<file path="src/rtl/rv_core_pkg.sv">
// rv_core_pkg: shared core widths and the write-back request type
package rv_core_pkg;
  localparam int REG_ADDR_W = 5;
  localparam int XLEN = 32;
  typedef struct packed {
    logic valid;
    logic [REG_ADDR_W-1:0] rd;
    logic [XLEN-1:0] wd;
  } wb_req_t;
endpackage

</file>
<file path="src/rtl/wb_fifo.sv">
// wb_fifo: in-order load-result buffer with kill-by-rd, invalid-head drop and pending bitmap
module wb_fifo import rv_core_pkg::*; #(
  parameter int DATA_WIDTH = 32,
  parameter int DEPTH = 2
) (
  input  logic                     clk,
  input  logic                     rst_n,
  input  logic                     push,
  input  logic [REG_ADDR_W-1:0]    push_rd,
  input  logic [DATA_WIDTH-1:0]    push_wd,
  input  logic                     pop,
  input  logic                     kill_en,
  input  logic [REG_ADDR_W-1:0]    kill_rd,
  output logic                     head_valid,
  output logic [REG_ADDR_W-1:0]    head_rd,
  output logic [DATA_WIDTH-1:0]    head_wd,
  output logic                     full,
  output logic                     empty,
  output logic [$clog2(DEPTH):0]   occupancy,
  output logic [31:0]              pending
);
  localparam int AW = $clog2(DEPTH);
  localparam int CW = AW + 1;
  logic [DEPTH-1:0] vld;
  logic [REG_ADDR_W-1:0] rd_q [DEPTH];
  logic [DATA_WIDTH-1:0] wd_q [DEPTH];
  logic [AW-1:0] head, tail;
  logic deq;
  assign empty = occupancy == '0;
  assign full = occupancy == CW'(DEPTH);
  assign head_valid = !empty && vld[head];
  assign head_rd = rd_q[head];
  assign head_wd = wd_q[head];
  // a killed head leaves without a write, even while the ALU owns the port
  assign deq = pop || (!empty && !vld[head]);
  always_comb begin
    pending = '0;
    for (int i = 0; i < DEPTH; i++) if (vld[i]) pending[rd_q[i]] = 1'b1;
    pending[0] = 1'b0;
  end
  always_ff @(posedge clk or negedge rst_n) begin
    if (!rst_n) begin
      vld <= '0;
      head <= '0;
      tail <= '0;
      occupancy <= '0;
    end else begin
      for (int i = 0; i < DEPTH; i++) if (kill_en && rd_q[i] == kill_rd) vld[i] <= 1'b0;
      if (deq) vld[head] <= 1'b0;
      if (push) vld[tail] <= 1'b1;
      head <= deq ? head + AW'(1) : head;
      tail <= push ? tail + AW'(1) : tail;
      occupancy <= occupancy + CW'(push) - CW'(deq);
    end
  end
  always_ff @(posedge clk) begin
    if (push) begin
      rd_q[tail] <= push_rd;
      wd_q[tail] <= push_wd;
    end
  end
endmodule

</file>
<file path="src/rtl/wb_port_arbiter.sv">
// wb_port_arbiter: merges ALU and load write-backs onto the single register-file write port
module wb_port_arbiter import rv_core_pkg::*; #(
  parameter int DATA_WIDTH = 32,
  parameter int DEPTH = 2
) (
  input  logic                   clk,
  input  logic                   rst_n,
  input  logic                   alu_valid,
  input  logic [REG_ADDR_W-1:0]  alu_rd,
  input  logic [DATA_WIDTH-1:0]  alu_wd,
  input  logic                   ld_valid,
  output logic                   ld_ready,
  input  logic [REG_ADDR_W-1:0]  ld_rd,
  input  logic [DATA_WIDTH-1:0]  ld_wd,
  output logic                   rf_we,
  output logic [REG_ADDR_W-1:0]  rf_rd,
  output logic [DATA_WIDTH-1:0]  rf_wd,
  output logic [31:0]            pending,
  output logic [$clog2(DEPTH):0] occupancy
);
  logic alu_win, pop, bypass, push, head_valid, full, empty;
  logic [REG_ADDR_W-1:0] head_rd;
  logic [DATA_WIDTH-1:0] head_wd;
  assign ld_ready = !full;
  assign alu_win = alu_valid && alu_rd != '0;
  assign pop = !alu_win && head_valid;
  assign bypass = !alu_win && empty && ld_valid && ld_rd != '0;
  // loads to x0 are accepted but never stored
  assign push = ld_valid && ld_ready && ld_rd != '0 && !bypass;
  wb_fifo #(.DATA_WIDTH(DATA_WIDTH), .DEPTH(DEPTH)) u_fifo (
    .clk(clk), .rst_n(rst_n),
    .push(push), .push_rd(ld_rd), .push_wd(ld_wd),
    .pop(pop), .kill_en(alu_win), .kill_rd(alu_rd),
    .head_valid(head_valid), .head_rd(head_rd), .head_wd(head_wd),
    .full(full), .empty(empty), .occupancy(occupancy), .pending(pending)
  );
  always_ff @(posedge clk or negedge rst_n) begin
    if (!rst_n) begin
      rf_we <= 1'b0;
      rf_rd <= '0;
      rf_wd <= '0;
    end else begin
      rf_we <= alu_win || pop || bypass;
      rf_rd <= alu_win ? alu_rd : pop ? head_rd : bypass ? ld_rd : '0;
      rf_wd <= alu_win ? alu_wd : pop ? head_wd : bypass ? ld_wd : '0;
    end
  end
endmodule

</file>
<file path="config.mk">
export PLATFORM = sky130hd
export DESIGN_NAME = wb_port_arbiter
export DESIGN_NICKNAME = d
export VERILOG_FILES = /design/src/rtl/rv_core_pkg.sv /design/src/rtl/wb_fifo.sv /design/src/rtl/wb_port_arbiter.sv
export SDC_FILE = /design/constraint.sdc
export NUM_CORES = 1
export LEC_CHECK = 0
export CAP_MARGIN = 20
export CORE_MARGIN = 5
export CORE_UTILIZATION = 51
export DETAILED_ROUTE_END_ITERATION = 7
export GPL_ROUTABILITY_DRIVEN = 0
export GPL_TIMING_DRIVEN = 0
export PLACE_DENSITY = 0.93
export RECOVER_POWER = 50
export REMOVE_ABC_BUFFERS = 1
export SLEW_MARGIN = 10
export SYNTH_ARGS = -nofsm -noshare
export SYNTH_HDL_FRONTEND = slang
export SYNTH_SLANG_ARGS = --single-unit
</file>
<file path="constraint.sdc">
create_clock -name clk -period 10.09 [get_ports clk]
set_input_delay 3.027 -clock clk [delete_from_list [all_inputs] [get_ports clk]]
set_output_delay 3.027 -clock clk [all_outputs]
set_load 0.03 [all_outputs]
</file>
==> flow_summary.ini <==
[global_routing]
grt_pass1_wl_um = 23200
overflow = 0
grt_max_degree = 34
grtUsageTotal_pct = 23.7
antenna_found_initial = 2
grt_pass1_vias = 4396

[finish]
final_common_cell = clkdlybuf4s50_1
drive_above_1_share_pct = 11.8
area_growth_pct = 44.2
nNetsFinal = 597
fillers = 584
regArea_um2 = 3320
fin_cells = 666
most-common-layout-cells = 78 x clkdlybuf4s50_1, 74 x edfxtp_1, 70 x dlygate4sd3_1, 43 x dfrtp_1, 39 x nor3_1
fin_area_um2 = 7510
multi_input_area_um2 = 1730

[sta]
clock-skew-final_ns = 0.0124
setup_tns_ns = 0
slew_headroom_pct = -1.65
period_share_pct = 56.4
whs_ns = 0.597
worst_pin_slew_ns = 1.52
fin_crit_ns = 5.69
fmax_mhz = 176
setup-violations-final = 0
drv_slew = 27
grt_setup_unrepaired = no
hold_viol_final = 0

[min_path]
min_path_type = register to register

[synth]
synth_ff_type = edfxtp_1
syn_area_per_cell_um2 = 14.0
synth_seq_area_share_pct = 63.8
synth_edf_count = 74
syn_area_um2 = 5210
synthCells = 373
synth.distinct_cells = 45
synth-seq-cells = 118
async_flop_share_pct = 37.3
yosys_warnings = 0

[detailed_routing]
route.detailed.drc = 0
drt_iter0_markers = 315
wl_um = 14500
final_antenna_net_count = 0
wl_per_cell_um = 21.8
vias = 4104
vias_per_cell = 6.16
drtPass1Iterations = 5

[run_status]
status = finished with violations
violations = max-capacitance violations, max-slew violations

[power_and_ir_drop]
p_per_area_nw_per_um2 = 260
p_leak_nw = 2.79
worst_ir_drop_vdd_uv = 188
power_w = 0.00195

[clocking]
clkSinkCount = 118
cts_buffer_depth = 2
cts_tree = yes
numCtsBuffers = 17
path_clk_slew_ns = 0.05
insertion_delay_ns = 0.50
cts_hold_buf = 0
cts_root_buf = clkbuf_8
postCtsSetupRepairBufs = 0
cts_max_level = 4
cts_resized = 0

[critical_path]
cp_max_fo = 15
criticalPathCategory = input pin to register
crit_path_end_kind = register
crit_arrival_ns = 6.06
start_kind = input pin
required_ns = 10.46

[placement]
dp.cells = 633
hpwl_um = 10200
post_dp_cell_area_um2 = 6950
io_buffers = 149

[die]
io_pins = 151
start_util_pct = 52.8
rows = 36
die_area_um2 = 12300
dieHeight_um = 111
die_w_um = 111
core_region_area_um2 = 9860

[flow_run]
max_cap_viol_count = 1
[final cells by class]
type,count,area share [%]
Clock inverter,14,2.33
Inverter,4,0.200
Antenna cell,1,0.0333
Timing Repair Buffer,159,22.3
Sequential cell,118,44.3
Clock buffer,18,5.56
Tap cell,133,2.22
Multi-Input combinational cell,219,23.1
[state kept, by name, summed over array words and instances, names as in the netlist]
signal,cells
rf_rd,5
rf_wd,32
rf_we,1
u_fifo.head,1
u_fifo.occupancy,2
u_fifo.rd_q,10
u_fifo.tail,1
u_fifo.vld,2
u_fifo.wd_q,64
[layer usage]
metal / routed length [um] / GRT usage, % / part of all wire, %
met5: 11 / 0 / 0.076
met4: 416 / 9.08 / 2.9
met3: 978 / 6.33 / 6.7
met2: 7520 / 40.5 / 52
met1: 5620 / 28.8 / 39
[report_power, final]
part           leakage, nW  switching, W  internal, W  total [W]
Clock                0.284      0.000219     0.000379   0.000597
Sequential            1.22     0.0000753     0.000628   0.000704
Combinational         1.28      0.000372     0.000278   0.000650
Total                 2.79      0.000666      0.00128    0.00195
[worst paths after layout]
check,start,end,slack (ns),cells past startpoint
min,u_fifo.tail,u_fifo.tail,0.60,1
max,ld_rd[2],rf_wd[31],4.40,6
min in group asynchronous,rst_n,rf_rd[0],2.74,1
max reg2reg,u_fifo.head,rf_wd[22],7.73,6
min reg2reg,u_fifo.tail,u_fifo.tail,0.60,1
max in group asynchronous,rst_n,u_fifo.head,5.26,2
[stage by stage]
step	utilization, %	setup WS, ns
floorplan	-	3.35
global placement	68.0	0.981
detailed placement	70.4	4.41
CTS	76.5	4.53
global route	76.2	4.43
finish	76.2	4.40
[synthesized netlist by cell type, drive strengths merged, types with 2 or more instances]
| master | number | area [um2] |
|---|---|---|
| nand3 | 4 | 20.0 |
| nand2 | 4 | 15.0 |
| nand3b | 10 | 75.1 |
| buf | 13 | 88.8 |
| clkbuf | 19 | 72.6 |
| nand4 | 2 | 12.5 |
| inv | 4 | 15.0 |
| mux2i | 38 | 380 |
| a21oi | 2 | 13.8 |
| or3b | 6 | 52.6 |
| a221o | 37 | 379 |
| o21ai | 4 | 31.3 |
| o22ai | 31 | 194 |
| nor3 | 40 | 205 |
| xor2 | 6 | 52.6 |
| nor2 | 5 | 18.8 |
| xnor2 | 6 | 52.6 |
| or3 | 4 | 25.0 |
| edfxtp | 74 | 2220 |
| dfrtp | 44 | 1100 |
| o211ai | 3 | 22.5 |
[worst max-delay path: stages]
cell,delay [ns]
dlygate4sd3_1,0.63
or4_1,0.55
o21ai_0,1.02
nor4_4,0.22
buf_6,0.25
a221o_2,0.34
[logic make-up (layout without fill, tap and decap cells)]
| group | count (synthesis) | count (layout) | synth area share [%] |
|---|---|---|---|
| buffers and inverters | 36 | 195 | 3.39 |
| other | 1 | 2 | 0.0720 |
| XOR/XNOR | 12 | 12 | 2.02 |
| AND/OR/NAND/NOR | 79 | 79 | 9.01 |
| AO/OA/AOI/OAI | 88 | 88 | 14.1 |
| multiplexers | 39 | 39 | 7.59 |
| flip-flops | 118 | 118 | 63.8 |
No activity file was read; power rests on OpenSTA's default activity.
